## config.mk

```make
export PLATFORM = sky130hd
export DESIGN_NAME = functional_unit_bank
export DESIGN_NICKNAME = d
export VERILOG_FILES = /design/src/rtl/rv_exec_pkg.sv /design/src/rtl/fu_alu.sv /design/src/rtl/functional_unit_bank.sv
export SDC_FILE = /design/constraint.sdc
export NUM_CORES = 2
export LEC_CHECK = 0
export ABC_AREA = 0
export CAP_MARGIN = 15
export CORE_MARGIN = 5
export CORE_UTILIZATION = 50
export CTS_CLUSTER_SIZE = 12
export DETAILED_ROUTE_END_ITERATION = 6
export PLACE_DENSITY_LB_ADDON = 0.2
export SLEW_MARGIN = 20
export SYNTH_ARGS = -nofsm -noshare
export SYNTH_HDL_FRONTEND = slang
export SYNTH_SLANG_ARGS = --single-unit
```

## constraint.sdc

```tcl
create_clock -name clk -period 13.01 [get_ports clk]
set_input_delay 3.2525 -clock clk [delete_from_list [all_inputs] [get_ports clk]]
set_output_delay 3.2525 -clock clk [all_outputs]
set_load 0.05 [all_outputs]
```

## src/rtl/rv_exec_pkg.sv

```systemverilog
// Shared definitions for the execution bank: ALU opcodes, FU state encoding,
// the CDB broadcast payload and the round-robin pointer helper.
package rv_exec_pkg;

  localparam logic [3:0] OP_NOP  = 4'd0;
  localparam logic [3:0] OP_ADD  = 4'd1;
  localparam logic [3:0] OP_SUB  = 4'd2;
  localparam logic [3:0] OP_AND  = 4'd3;
  localparam logic [3:0] OP_OR   = 4'd4;
  localparam logic [3:0] OP_XOR  = 4'd5;
  localparam logic [3:0] OP_SLL  = 4'd6;
  localparam logic [3:0] OP_SRL  = 4'd7;
  localparam logic [3:0] OP_SRA  = 4'd8;
  localparam logic [3:0] OP_SLT  = 4'd9;
  localparam logic [3:0] OP_SLTU = 4'd10;
  localparam logic [3:0] OP_LUI  = 4'd11;
  localparam logic [3:0] OP_MUL  = 4'd12;

  typedef enum logic [1:0] {
    FU_IDLE = 2'd0,
    FU_EXEC = 2'd1,
    FU_DONE = 2'd2
  } fu_state_e;

  typedef struct packed {
    logic [5:0]  tag;
    logic [5:0]  rob;
    logic [31:0] value;
    logic        is_ls;
    logic [31:0] store_data;
    logic [1:0]  fu;
  } cdb_pkt_t;

  // (base + off) mod 3 for the three-entry round-robin ring.
  function automatic logic [1:0] rr_add(input logic [1:0] base, input logic [1:0] off);
    logic [2:0] sum;
    sum = {1'b0, base} + {1'b0, off};
    return (sum >= 3'd3) ? 2'(sum - 3'd3) : sum[1:0];
  endfunction

endpackage

```

## src/rtl/fu_alu.sv

```systemverilog
// Combinational FU datapath. Load/store ops produce rs1 + imm; opcode 12
// multiplies only when FU_MUL_EN is defined, otherwise it yields 0.
module fu_alu
  import rv_exec_pkg::*;
(
  input  logic [3:0]  i_opcode,
  input  logic [31:0] i_a,
  input  logic [31:0] i_b,
  input  logic        i_is_ls,
  input  logic [31:0] i_imm,
  output logic [31:0] o_result
);

  logic signed [31:0] w_a_s;
  assign w_a_s = i_a;

  // NOTE: o_result gets a default before any branch so no path infers a latch.
  always_comb begin
    o_result = '0;
    if (i_is_ls) begin
      o_result = i_a + i_imm;
    end else begin
      case (i_opcode)
        OP_ADD:  o_result = i_a + i_b;
        OP_SUB:  o_result = i_a - i_b;
        OP_AND:  o_result = i_a & i_b;
        OP_OR:   o_result = i_a | i_b;
        OP_XOR:  o_result = i_a ^ i_b;
        OP_SLL:  o_result = i_a << i_b[4:0];
        OP_SRL:  o_result = i_a >> i_b[4:0];
        OP_SRA:  o_result = w_a_s >>> i_b[4:0];
        OP_SLT:  o_result = {31'd0, ($signed(i_a) < $signed(i_b))};
        OP_SLTU: o_result = {31'd0, (i_a < i_b)};
        OP_LUI:  o_result = i_imm;
`ifdef FU_MUL_EN
        OP_MUL:  o_result = i_a * i_b;
`endif
        default: o_result = '0;
      endcase
    end
  end

endmodule

```

## src/rtl/functional_unit_bank.sv

```systemverilog
// Three execution units sharing one registered CDB with round-robin grant.
// Define FU_MUL_EN to run opcode 12 as a MUL_LATENCY-cycle multiply.
module functional_unit_bank
  import rv_exec_pkg::*;
#(
  parameter int NUM_FU      = 3,
  parameter int MUL_LATENCY = 3
) (
  input  logic                   clk,
  input  logic                   reset,
  input  logic [NUM_FU-1:0]      issue_valid,
  input  logic [NUM_FU-1:0][3:0] issue_alu_type,
  input  logic [NUM_FU-1:0]      issue_alusrc,
  input  logic [NUM_FU-1:0]      issue_is_ls,
  input  logic [NUM_FU-1:0][31:0] issue_rs1_val,
  input  logic [NUM_FU-1:0][31:0] issue_rs2_val,
  input  logic [NUM_FU-1:0][31:0] issue_imm,
  input  logic [NUM_FU-1:0][5:0] issue_rd_tag,
  input  logic [NUM_FU-1:0][5:0] issue_rob_num,
  output logic [NUM_FU-1:0]      fu_ready,
  output logic                   cdb_valid,
  output logic [5:0]             cdb_rd_tag,
  output logic [5:0]             cdb_rob_num,
  output logic [31:0]            cdb_value,
  output logic                   cdb_is_ls,
  output logic [31:0]            cdb_store_data,
  output logic [1:0]             cdb_fu,
  output logic                   issue_overrun
);

  if (NUM_FU != 3) begin : g_bad_num_fu
    $error("functional_unit_bank supports exactly three FUs");
  end
  if (MUL_LATENCY < 1) begin : g_bad_mul_latency
    $error("MUL_LATENCY must be at least 1");
  end

  fu_state_e r_state     [NUM_FU];
  fu_state_e w_state_nxt [NUM_FU];
  cdb_pkt_t  r_pkt       [NUM_FU];
  cdb_pkt_t  r_cdb;
  logic      r_cdb_valid;
  logic [1:0] r_rr_ptr;
  logic      r_overrun;
  logic      w_grant_vld;
  logic [1:0] w_grant_idx;

  logic [NUM_FU-1:0][3:0]  w_alu_op;
  logic [NUM_FU-1:0][31:0] w_alu_a;
  logic [NUM_FU-1:0][31:0] w_alu_b;
  logic [NUM_FU-1:0]       w_alu_ls;
  logic [NUM_FU-1:0][31:0] w_alu_res;
  logic [NUM_FU-1:0][31:0] w_opb;
  logic [NUM_FU-1:0]       w_done;

`ifdef FU_MUL_EN
  localparam int CNT_W = (MUL_LATENCY > 1) ? $clog2(MUL_LATENCY) : 1;
  logic [CNT_W-1:0] r_cnt   [NUM_FU];
  logic [31:0]      r_mul_a [NUM_FU];
  logic [31:0]      r_mul_b [NUM_FU];
  logic [NUM_FU-1:0] w_in_exec;
  logic [NUM_FU-1:0] w_issue_mul;
`endif

  for (genvar k = 0; k < NUM_FU; k++) begin : g_fu
    assign w_opb[k]  = issue_alusrc[k] ? issue_imm[k] : issue_rs2_val[k];
    assign w_done[k] = (r_state[k] == FU_DONE);
`ifdef FU_MUL_EN
    // While in EXEC the ALU is fed the latched MUL operands instead of the issue port.
    assign w_in_exec[k]   = (r_state[k] == FU_EXEC);
    assign w_issue_mul[k] = (issue_alu_type[k] == OP_MUL) && !issue_is_ls[k];
    assign w_alu_op[k]    = w_in_exec[k] ? OP_MUL : issue_alu_type[k];
    assign w_alu_a[k]     = w_in_exec[k] ? r_mul_a[k] : issue_rs1_val[k];
    assign w_alu_b[k]     = w_in_exec[k] ? r_mul_b[k] : w_opb[k];
    assign w_alu_ls[k]    = !w_in_exec[k] && issue_is_ls[k];
`else
    assign w_alu_op[k]    = issue_alu_type[k];
    assign w_alu_a[k]     = issue_rs1_val[k];
    assign w_alu_b[k]     = w_opb[k];
    assign w_alu_ls[k]    = issue_is_ls[k];
`endif

    fu_alu u_alu (
      .i_opcode (w_alu_op[k]),
      .i_a      (w_alu_a[k]),
      .i_b      (w_alu_b[k]),
      .i_is_ls  (w_alu_ls[k]),
      .i_imm    (issue_imm[k]),
      .o_result (w_alu_res[k])
    );
  end

  // Lowest offset from rr_ptr wins, so scan offsets from the far end down.
  always_comb begin
    w_grant_vld = 1'b0;
    w_grant_idx = 2'd0;
    for (int i = NUM_FU - 1; i >= 0; i--) begin
      if (w_done[rr_add(r_rr_ptr, 2'(i))]) begin
        w_grant_vld = 1'b1;
        w_grant_idx = rr_add(r_rr_ptr, 2'(i));
      end
    end
  end

  always_comb begin
    for (int k = 0; k < NUM_FU; k++) begin
      w_state_nxt[k] = r_state[k];
      fu_ready[k]    = (r_state[k] == FU_IDLE);
      case (r_state[k])
        FU_IDLE: if (issue_valid[k]) begin
`ifdef FU_MUL_EN
          w_state_nxt[k] = w_issue_mul[k] ? FU_EXEC : FU_DONE;
`else
          w_state_nxt[k] = FU_DONE;
`endif
        end
`ifdef FU_MUL_EN
        FU_EXEC: if (r_cnt[k] == '0) w_state_nxt[k] = FU_DONE;
`endif
        FU_DONE: if (w_grant_vld && (w_grant_idx == 2'(k))) w_state_nxt[k] = FU_IDLE;
        default: w_state_nxt[k] = FU_IDLE;
      endcase
    end
  end

  // NOTE: payload, operand and counter registers are not reset; r_state gates every use of them.
  always_ff @(posedge clk) begin
    for (int k = 0; k < NUM_FU; k++) begin
      if ((r_state[k] == FU_IDLE) && issue_valid[k]) begin
        r_pkt[k].tag        <= issue_rd_tag[k];
        r_pkt[k].rob        <= issue_rob_num[k];
        r_pkt[k].value      <= w_alu_res[k];
        r_pkt[k].is_ls      <= issue_is_ls[k];
        r_pkt[k].store_data <= issue_is_ls[k] ? issue_rs2_val[k] : '0;
        r_pkt[k].fu         <= 2'(k);
`ifdef FU_MUL_EN
        r_mul_a[k] <= issue_rs1_val[k];
        r_mul_b[k] <= w_opb[k];
        r_cnt[k]   <= CNT_W'(MUL_LATENCY - 1);
      end else if (r_state[k] == FU_EXEC) begin
        if (r_cnt[k] == '0) r_pkt[k].value <= w_alu_res[k];
        else                r_cnt[k]       <= r_cnt[k] - 1'b1;
`endif
      end
    end
  end

  // NOTE: sequential state uses non-blocking assignments so every register samples pre-edge values.
  always_ff @(posedge clk) begin
    if (reset) begin
      for (int k = 0; k < NUM_FU; k++) r_state[k] <= FU_IDLE;
      r_cdb_valid <= 1'b0;
      r_cdb       <= '0;
      r_rr_ptr    <= 2'd0;
      r_overrun   <= 1'b0;
    end else begin
      for (int k = 0; k < NUM_FU; k++) r_state[k] <= w_state_nxt[k];
      r_cdb_valid <= w_grant_vld;
      if (w_grant_vld) begin
        r_cdb    <= r_pkt[w_grant_idx];
        r_rr_ptr <= rr_add(w_grant_idx, 2'd1);
      end
      if (|(issue_valid & ~fu_ready)) r_overrun <= 1'b1;
    end
  end

  assign cdb_valid      = r_cdb_valid;
  assign cdb_rd_tag     = r_cdb.tag;
  assign cdb_rob_num    = r_cdb.rob;
  assign cdb_value      = r_cdb.value;
  assign cdb_is_ls      = r_cdb.is_ls;
  assign cdb_store_data = r_cdb.store_data;
  assign cdb_fu         = r_cdb.fu;
  assign issue_overrun  = r_overrun;

endmodule

```

Yosys cells after proc, flatten, opt, wreduce, memory -nomap -nowiden
Memories as Yosys holds them, arrays and structs flattened. A register that Yosys moved wholly into a read port is not among the register bits.
Cells that the tools add are included.
Operators by class
  $add $sub $neg: 16
  bitwise gates (word level): 14
  reduce and logical (&&, ||, !) cells: 11
  multiply operators: 0
  divide/modulo/power cells: 0
  shifts and indexed selects: 9
  eq/ne operators: 38
  muxes and demuxes: 49
  magnitude comparators: 13
Operator list (number)
  one-hot mux 32 bit (11 select lines): 3
  2-to-1 mux 32 bit: 9
  adder 32 bit: 6
  < comparator 32 bit: 6
  AND 32 bit: 3
  OR 32 bit: 3
  left shift 32 x 5 -> 32 bit: 3
  >> shifter 32 x 5 -> 32 bit: 3
  >>> shifter 32 x 5 -> 32 bit: 3
  subtractor 32 bit: 3
  XOR 32 bit: 3
  equality test 4 x 3 -> 1 bit, second input constant: 12
  equality test 4 bit, second input constant: 12
  2-to-1 mux 2 bit: 16
  equality test 4 x 2 -> 1 bit, second input constant: 6
  2-to-1 mux 1 bit: 15
  equality test 4 x 1 -> 1 bit, second input constant: 3
  one-hot mux 2 bit (2 select lines): 3
  >= comparator 3 x 2 -> 1 bit, second input constant: 3
  < comparator 2 x 3 -> 1 bit, second input constant: 3
  equality test 2 bit, second input constant: 4
  zero test 2 bit: 4
  subtractor 2 bit, second input constant: 4
  adder 2 x 1 -> 3 bit, second input constant: 2
  other kinds (9): 18
Word-level totals
  input port bits: 347
  output and inout port bits: 84
  memories kept: 2
  memory bits (writable): 243
  latch bits: 0
  memory bits (read-only): 0
  bits in registers: 4
Memories
  r_pkt: depth 3, width 79, read ports 1, clocked after memory_dff 1, write ports 3, line functional_unit_bank.sv:40  | cdb_pkt_t r_pkt [NUM_FU];
  r_state: depth 3, width 2, read ports 3, clocked after memory_dff 0, write ports 3, line functional_unit_bank.sv:38  | fu_state_e r_state [NUM_FU];

Logic depth before layout (Yosys ltp)
  depth after elaboration: 13
  depth in mapped cells: 19

Cells and area by module
Synthesis repeated with hierarchy kept, for this count alone.
Second synthesis, totals
  cells, all modules: 5853
  area total of the unflattened synthesis: 46691.0 um^2
Modules (own cells, without submodules)
  fu_alu (g_fu[1].u_alu ...): times used 2, area an instance 11073.1 um^2, cells an instance 1626
  functional_unit_bank: times used 1, area an instance 13674.4 um^2, cells an instance 955
  fu_alu (g_fu[0].u_alu): times used 1, area an instance 10870.4 um^2, cells an instance 1646

Worst setup path after synthesis
No wires, ideal clock.
  path type: input port to flip-flop
  start: in issue_alusrc[0]
  end: mem r_pkt[0][56] (netlist bit) (data pin)
  arrival time: 7453 ps
  cell stages on the path: 17
  data required time: 12739 ps
  setup slack: 5285 ps
  setup time: 271 ps
  cells stage by stage: buf_2 mux2i_1 clkbuf_1 buf_1 buf_1 ha_1 clkbuf_1 nor2b_1 a2111o_1 a21oi_1 a211oi_1 o41a_1 o21ai_1 a2bb2oi_1 a21oi_1 a2111oi_0 o22ai_1
RTL lines
  start: declaration: line functional_unit_bank.sv:13  | input logic [NUM_FU-1:0] issue_alusrc,
  end: declaration: line functional_unit_bank.sv:40

==> results.cfg <==
[drt]
wl_per_cell_um = 31.3
drtAntennaViolNets = 0
drc = 8
drt_iter0_drc = 8068
vias = 51400
routed_wl_mm = 226
firstDrtPassIters = 7
via_per_inst = 7.14

[die]
rows = 109
die_h_um = 309
ioPinCount = 431
dieArea_sq_mm = 0.0954
coreArea_sq_mm = 0.0885
initial_core_util_pct = 50.5
die_w_um = 309

[pwr]
p_leak_nw = 20.6
power_density_mw_per_mm2 = 114
pwr-share-comb_pct = 57.3
clkPwrFrac_pct = 18.0
seq_power_share_pct = 24.7
power.switching_mw = 2.89
p_int_mw = 2.96
p_sw_share_pct = 49.5
max-vdd-ir-drop_mv = 0.121

[final_layout]
drive_above_1_share_pct = 5.65
fin_nets = 6770
areaGrowthSynthToFinish_pct = 14.4

[grt]
gr-total-overflow = 0
grt_max_degree = 86
gr-usage-all-layers_pct = 44.5
grt_first_pass_wirelength_mm = 321
grt_use_met1_pct = 58.8
grt_use_met2_pct = 62.3
grt_pass1_vias = 46595
antenna_found_initial = 18
use_met3_pct = 17.1
top_usage_layer = met2

[run_status]
violations = DRC
status = finished, violations left

[synthesis]
synth_area_leader_cell = edfxtp_1
synth-xor-area-share_pct = 1.98
async_flop_share_pct = 0
synth_seq_cells = 316
synth.area.mux_share_pct = 11.8
synth_edf_count = 231
ys_types = 92
syn-mean-instance-area_sq_um = 7.66
synth_nets = 6602
yosys.area.top_type_share_pct = 15.5
synthCells = 5835
synth_area_sq_mm = 0.0447
yosys_warnings = 0
synth_simple_gate_area_share_pct = 17.7
synth_top_family_by_area = compound AO/OA/AOI/OAI gates
synthAdderAreaFrac_pct = 11.9
ys_seq_area_share_pct = 19.3
yosys-top-cells-area = edfxtp_1 16%, ha_1 12%, mux2i_1 8.0%
synth_compound_area_share_pct = 31.0
synth_ff_type = edfxtp_1

[worst_setup_path]
crit_arrival_ns = 9.24
cp-end-kind = flop
crit_fanout = 42
critPathRequiredTime_ns = 13.32
crit_type = input pin to flop
cp-start-kind = input pin

[clocking]
clk_path_buf_depth = 3
htree_levels = 2
clk_pin_slew_ns = 0.07
clockRootBuffer = clkbuf_16
clock-sinks = 316
post_cts_resized = 0
clk_latency_ns = 0.57
cts_setup_buffers = 0
cts_hold_buffers = 0
cts_buffers = 38
cts_tree = yes

[sta]
slew_headroom_pct = 14.5
rsz0062_at_grt = false
setup_violations = 0
fin_crit_sh_pct = 68.7
slew_violations = 0
period_minus_slack_ns = 8.94
skew_ns = 0.0226
hold_viol = 0
setup_ws_ns = 4.07
fmax_ghz = 0.112
tightest_slew_ns = 1.27
setup-tns-final_ns = 0

[min_path]
hp-class = flop to flop

[job]
drv_cap = 0

[placed_design]
gp_congestion = 1.10
dp_slack_ns = 3.76
place_hpwl_mm = 176
io_buffers = 430
==> cell usage after synthesis, types with 85 or more instances <==
cell and count:
nand2_1 599, nor2_1 573, a21oi_1 540, ha_1 411
mux2i_1 356, o21ai_0 344, clkbuf_1 307, inv_1 301
edfxtp_1 231, o22ai_1 116, and2_1 112, nor3_1 106
nand3_1 102, a221oi_1 98, a211oi_1 97, o211ai_1 97
dfxtp_1 85
==> per-stage QoR <==
stage	area (sq um)	cells	util, %	total power [mW]	hold slack (ns)
global route	51100	7197	57.7	6.06	0.512
global placement	49900	7128	56.3	4.63	0.467
finish	51100	7202	57.7	5.85	0.487
CTS	51100	7197	57.7	5.71	0.488
floorplan	44700	5835	-	3.44	0.465
detailed placement	49900	7128	56.3	4.66	0.475
==> logic make-up after synthesis <==
group           after synthesis
compound gates             2072
xor+xnor                    101
fa+ha+maj                   420
buf+inv                     724
flops                       316
mux                         441
simple gates               1761
==> layout make-up <==
class	instances	area, sq um
Clock buffer	53	1060
Timing Repair Buffer	538	5090
Antenna cell	5	12.5
Tap cell	1165	1460
Fill cell	8305	37400
Clock inverter	16	149
Sequential cell	316	8640
Inverter	314	1180
Multi-Input combinational cell	4795	33500
==> critical path: stages <==
cell      delay [ns]
buf_2           0.55
buf_4           0.53
mux2i_4         0.70
buf_4           0.62
ha_1            0.39
or2_2           0.32
a221oi_1        0.50
o311ai_0        0.37
a31oi_1         0.47
nor2_1          0.15
o31ai_1         0.42
nor4b_1         0.40
o211ai_1        0.18
o221ai_1        0.23
o211ai_1        0.12
==> layout by cell type, fill, tap and decap left out, drive strengths merged, types with 73 or more instances in the layout <==
master,Yosys,layout
nor3,106,106
edfxtp,231,231
a221oi,98,98
inv,309,314
ha,411,411
and2,112,112
o22ai,116,116
a31oi,73,73
o211ai,97,97
nor2,573,573
nand2,599,599
o21ai,347,347
a22oi,76,76
buf,102,112
nand3,102,102
a211oi,97,97
a21o,83,83
clkdlybuf4s50,0,425
dfxtp,85,85
a21oi,540,540
mux2i,358,358
==> power by group through the flow <==
stage	combinational [mW]	sequential (mW)	clock (mW)
after floorplan	1.73	1.71	0
after global routing	3.51	1.44	1.10
after CTS	3.23	1.43	1.05
final	3.35	1.44	1.05
after global placement	3.18	1.44	0
after detailed placement	3.21	1.45	0
==> registers in the layout, summed over array words and instances (netlist names) <==
register,cells
cdb_value,32
r_state,3
cdb_rd_tag,6
cdb_is_ls,1
r_pkt,231
cdb_rob_num,6
issue_overrun,1
cdb_fu,2
r_rr_ptr,1
cdb_valid,1
cdb_store_data,32
==> per-layer routing <==
metal | share of wire [%] | wire (um)
met1 | 38 | 85400
met2 | 39 | 88600
met3 | 15 | 34900
met4 | 7.3 | 16400
met5 | 0.098 | 220
==> worst paths after layout <==
path,start,end,slack (ns),depth (start not counted)
min,cdb_store_data[26],cdb_store_data[26],0.49,2
max reg2reg,cdb_fu[0],cdb_store_data[10],9.13,11
min reg2reg,cdb_store_data[26],cdb_store_data[26],0.49,2
max,issue_alusrc[2],r_pkt[2][66],4.07,15
(Power assumes the default switching activity.)
